`src/rtl/clock_counter_arbiter.sv`:
```
// Round-robin arbiter that hands one shared cycle counter to N_REQ requesters,
// forwarding the owner's clear/start/stop ops and capturing the count at release.
module clock_counter_arbiter #(
  parameter int N_REQ   = 4,
  parameter int CNT_W   = 32,
  parameter int TIMEOUT = 1024
) (
  input  logic                 clk,
  input  logic                 reset_n,
  input  logic [N_REQ-1:0]     req,
  input  logic [N_REQ-1:0]     op_valid,
  input  logic [2*N_REQ-1:0]   op,
  output logic [N_REQ-1:0]     grant,
  output logic                 busy,
  output logic                 cc_enable,
  output logic [31:0]          cc_command,
  input  logic [CNT_W-1:0]     cc_count,
  output logic [CNT_W-1:0]     result,
  output logic                 result_valid,
  output logic [N_REQ-1:0]     result_owner,
  output logic                 timeout_err
);

  localparam int IDX_W = $clog2(N_REQ);
  localparam int TMR_W = $clog2(TIMEOUT);
  localparam logic [TMR_W-1:0] TMR_LAST = TMR_W'(TIMEOUT - 1);

  localparam logic [1:0] OP_STOP    = 2'd2;
  localparam logic [1:0] OP_RELEASE = 2'd3;

  typedef enum logic [2:0] {S_IDLE, S_CLR, S_OWN, S_CAP1, S_CAP2} state_t;

  state_t           state;
  logic [IDX_W-1:0] owner;
  logic [IDX_W-1:0] rr_ptr;
  logic [TMR_W-1:0] timer;

  // First requesting index at or after ptr, wrapping; MSB flags a hit.
  function automatic logic [IDX_W:0] rr_pick(input logic [N_REQ-1:0] r,
                                              input logic [IDX_W-1:0] ptr);
    logic [IDX_W:0] res;
    int             idx;
    res = '0;
    for (int i = N_REQ - 1; i >= 0; i--) begin
      idx = (int'(ptr) + i) % N_REQ;
      if (r[idx]) res = {1'b1, IDX_W'(idx)};
    end
    return res;
  endfunction

  function automatic logic [N_REQ-1:0] onehot(input logic [IDX_W-1:0] i);
    return N_REQ'(1) << i;
  endfunction

  logic [IDX_W:0] pick;
  logic [1:0]     own_op;
  logic           own_vld;
  logic           own_release;

  assign pick        = rr_pick(req, rr_ptr);
  assign own_op      = op[{owner, 1'b0} +: 2];
  assign own_vld     = op_valid[owner];
  assign own_release = (own_vld && (own_op == OP_RELEASE)) || !req[owner];

  always_ff @(posedge clk or negedge reset_n) begin
    if (!reset_n) begin
      state        <= S_IDLE;
      owner        <= '0;
      rr_ptr       <= '0;
      timer        <= '0;
      grant        <= '0;
      busy         <= 1'b0;
      cc_enable    <= 1'b0;
      cc_command   <= '0;
      result       <= '0;
      result_valid <= 1'b0;
      result_owner <= '0;
      timeout_err  <= 1'b0;
    end else begin
      cc_enable    <= 1'b0;
      cc_command   <= '0;
      result_valid <= 1'b0;
      timeout_err  <= 1'b0;
      case (state)
        S_IDLE: begin
          if (pick[IDX_W]) begin
            owner     <= pick[IDX_W-1:0];
            busy      <= 1'b1;
            cc_enable <= 1'b1;
            state     <= S_CLR;
          end
        end
        S_CLR: begin
          timer <= '0;
          grant <= onehot(owner);
          state <= S_OWN;
        end
        S_OWN: begin
          // Release beats timeout; both end the session with a stop command.
          if (own_release || (timer == TMR_LAST)) begin
            cc_enable   <= 1'b1;
            cc_command  <= 32'(OP_STOP);
            timeout_err <= !own_release;
            grant       <= '0;
            state       <= S_CAP1;
          end else begin
            timer <= timer + TMR_W'(1);
            if (own_vld) begin
              cc_enable  <= 1'b1;
              cc_command <= 32'(own_op);
            end
          end
        end
        S_CAP1: state <= S_CAP2;
        S_CAP2: begin
          result       <= cc_count;
          result_owner <= onehot(owner);
          result_valid <= 1'b1;
          rr_ptr       <= (owner == IDX_W'(N_REQ - 1)) ? '0 : owner + IDX_W'(1);
          busy         <= 1'b0;
          state        <= S_IDLE;
        end
        default: state <= S_IDLE;
      endcase
    end
  end

endmodule

```
`config.mk`:
```
export PLATFORM = sky130hd
export DESIGN_NAME = clock_counter_arbiter
export DESIGN_NICKNAME = d
export VERILOG_FILES = /design/src/rtl/clock_counter_arbiter.sv
export SDC_FILE = /design/constraint.sdc
export NUM_CORES = 1
export LEC_CHECK = 0
export ABC_AREA = 0
export CORE_ASPECT_RATIO = 0.5
export CORE_MARGIN = 1
export CORE_UTILIZATION = 40
export DETAILED_ROUTE_END_ITERATION = 10
export PLACE_DENSITY = 0.8
export SETUP_SLACK_MARGIN = 0.5
export SYNTH_ARGS = -nofsm -noshare
export SYNTH_HDL_FRONTEND = slang
export SYNTH_SLANG_ARGS = --single-unit
```
`constraint.sdc`:
```
create_clock -name clk -period 1.85 [get_ports clk]
set_input_delay 0.2775 -clock clk [delete_from_list [all_inputs] [get_ports clk]]
set_output_delay 0.2775 -clock clk [all_outputs]
set_load 0.02 [all_outputs]
```
==> out/results.ini <==
[critical_path]
crit_family = multiplexers
crit_path_top_delay_cell = mux4_2
worst-path-stages = 6
r2r_start = owner[0]$_DFFE_PN0P_
cp_num_buf_inv = 2
cp.required_ps = 2120
worstSetupStartpointType = flop
rr_worst_depth = 6
worstSetupStartpoint = owner[0]$_DFFE_PN0P_
critical_path_class = reg -> reg
slowest_delay_ps = 540
r2r_slack_ps = 60
endpoint_kind = flop
path_cells = mux4_2 -> buf_4 -> nand3_2 -> buf_6 -> a41o_1 -> and3_1
reg2reg_to = timer[1]$_DFFE_PN0P_
cp.arrival_ps = 2060
cp_max_fo = 5
crit_path_end = timer[1]$_DFFE_PN0P_

[global_routing]
grt_max_degree = 55
first_global_vias = 2608
antenna_found_initial = 0
grt_pass1_wl_mm = 12.8
grt_overflow_total = 0
track_usage = 0.204

[clock_tree]
cts_root_buf = clkbuf_16
worstSkewPairLatency_ps = 340
clk_pin_slew_ps = 50
cts.sinks = 63
cts_buffer_depth = 2
cts_buffers = 9
cts_tree = built
h-tree-depth = 3

[floorplanning]
ios = 126
die_x_um = 130
core_um2 = 7600
start_util = 0.429
die_h_um = 65.8
fp.dieArea_um2 = 8530
num_rows = 22

[yosys]
synth_top_area_frac = 0.484
syn-cell-area_um2 = 3260
avgSynthCellArea_um2 = 11.7
ys.flop_type = dfrtp_1
synth.area.top_cells = dfrtp_1 48%, mux2_2 13%, buf_4 6.9%
synth_async_sr_flop_share = 1.00
synthCells = 279
ys_types = 47
ys_ff_latch = 63
netlist.top_cell.by_area = dfrtp_1
synth_edf_count = 0
ys_seq_area_frac = 0.484
synth_warnings = 0

[drt]
wl_met2_mm = 5.11
drtIter0Drc = 166
vias = 2832
wl_met1_mm = 4.13
top_layer = met4
drcViolationCount = 0
dr_wl_met3_um = 581
routed_wl_mm = 10.1
drt_pass1_iterations = 4
via_per_inst = 5.26
final_antenna_net_count = 0
routedWlPerCell_um = 18.8

[layout]
fillers = 480
nets = 480
n_antenna_cell = 0
fin_cells = 538
drive_above_1_share = 0.328
fin_area_um2 = 5260
area_growth_pct = 61.4

[placed_design]
place.gp.congestion = 0.946
dp_cells = 501
portBuffers = 95
dp_hpwl_mm = 5.44
place_area_um2 = 4420

[timing]
worst_clock_skew_ps = 4.66
period_needed_ps = 1790
holdWs_ps = 344
slew_viol_final = 0
hold_violations = 0
fin_crit_sh = 0.968
setup_viol = 0
timing.fmax_mhz = 558
rsz0062_at_grt = yes

[outcome]
outcome = finished, final reports clean

[power]
p_leak_nw = 2.39
finalPower_w = 0.00908
vdd.ir_drop.worst_mv = 0.836
p_per_area_nw_per_um2 = 1730

[job]
drv_cap = 0

[hold_path]
worst_hold_path_type = in -> async

[final cells by class]
type | count | area (µm²) | area share
inverter | 12 | 47.5 | 0.00904
tap | 108 | 135 | 0.0257
multi-input combinational | 192 | 1710 | 0.325
clock buffer | 10 | 229 | 0.0435
sequential | 63 | 1580 | 0.301
timing repair buffer | 147 | 1470 | 0.279
clock inverter | 6 | 85.1 | 0.0162
[sequential cells by signal, summed over array words and instances, names as in the netlist, 2 cells and up]
name and count:
result 32, timer 10, grant 4, result_owner 4
state 3, cc_command 2, owner 2, rr_ptr 2
[logic make-up after synthesis]
| logic type | after synthesis | share of synthesized area |
|---|---|---|
| AOI/OAI and AO/OA | 37 | 0.0826 |
| xor gates and xnor gates | 1 | 0.00269 |
| adders and majority gates | 5 | 0.0192 |
| buffers and inverters | 54 | 0.118 |
| DFF | 63 | 0.484 |
| muxes | 47 | 0.177 |
| other | 1 | 0.00115 |
| and+or+nand+nor | 71 | 0.116 |
[metrics by stage]
step | setup TNS, ps | worst slack [ps] | utilization
2_1_floorplan | 0 | 59.2 | -
3_3_place_gp | -1540 | -134 | 0.582
3_5_place_dp | -2350 | -193 | 0.582
4_1_cts | 0 | 86.7 | 0.634
5_1_grt | -11.9 | -11.9 | 0.692
6_report | 0 | 58.8 | 0.692
[layout by cell type (no fill, tap or decap), types with 4 or more instances in the layout]
cell type and n:
a21oi_2 4, buf_4 27, buf_6 15, clkbuf_16 13, clkdlybuf4s15_1 5, clkdlybuf4s50_1 44, conb_1 30, dfrtp_1 59
dfrtp_2 4, dlygate4sd2_1 45, ha_1 5, inv_1 10, mux2_4 37, mux2i_1 5, mux4_2 4, nand2_1 17
nand3_1 9, nand4_1 5, nor2_1 10, nor3_1 6, o21ai_0 5
[routing by layer]
metal	vias to the layer above	track usage
met2	133	0.345
met1	1422	0.239
met4	0	0.0930
li1	1248	-
met3	29	0.0655
met5	-	0
[cell usage after synthesis (2+ instances only)]
master    count
a21oi_1       6
a311o_1       3
a41oi_1       2
and3_1        2
buf_2         4
buf_4        30
buf_6         2
clkbuf_8      5
dfrtp_1      63
ha_1          5
inv_1        11
mux2_2       38
mux2i_1       5
mux4_1        2
mux4_2        2
nand2_1      17
nand3_1      11
nand3b_1      2
nand4_1       5
nor2_1       12
nor3_1        7
nor4_1        5
o211ai_1      3
o21ai_0       9
o311ai_1      2
o31ai_1       4
or4_1         2
[power breakdown]
part	total [W]	switching (W)	internal, W
sequential	0.00245	0.000463	0.00199
combinational	0.00484	0.00244	0.00240
clock	0.00179	0.000615	0.00117
total	0.00908	0.00352	0.00556
[repair_timing]
item,CTS,global route
cloned,2,5
resized for setup,66,72
endpoints found under the setup margin,106,64
hold endpoints to repair,9,0
hold buffers,1,0
buffers inserted,4,9
pin swaps,4,12
[worst min-delay path by stage]
stage / from / end / slack, ps / cells past startpoint
after floorplan: reset_n / busy$_DFFE_PN0P_ / -20 / 0
after CTS: reset_n / result[9]$_DFFE_PN0P_ / 350 / 2
final: reset_n / result[9]$_DFFE_PN0P_ / 340 / 2
after global placement: reset_n / result[9]$_DFFE_PN0P_ / 160 / 1
after detailed placement: reset_n / result[9]$_DFFE_PN0P_ / 160 / 1
after global routing: reset_n / result[9]$_DFFE_PN0P_ / 370 / 2
(Power assumes the default switching activity.)
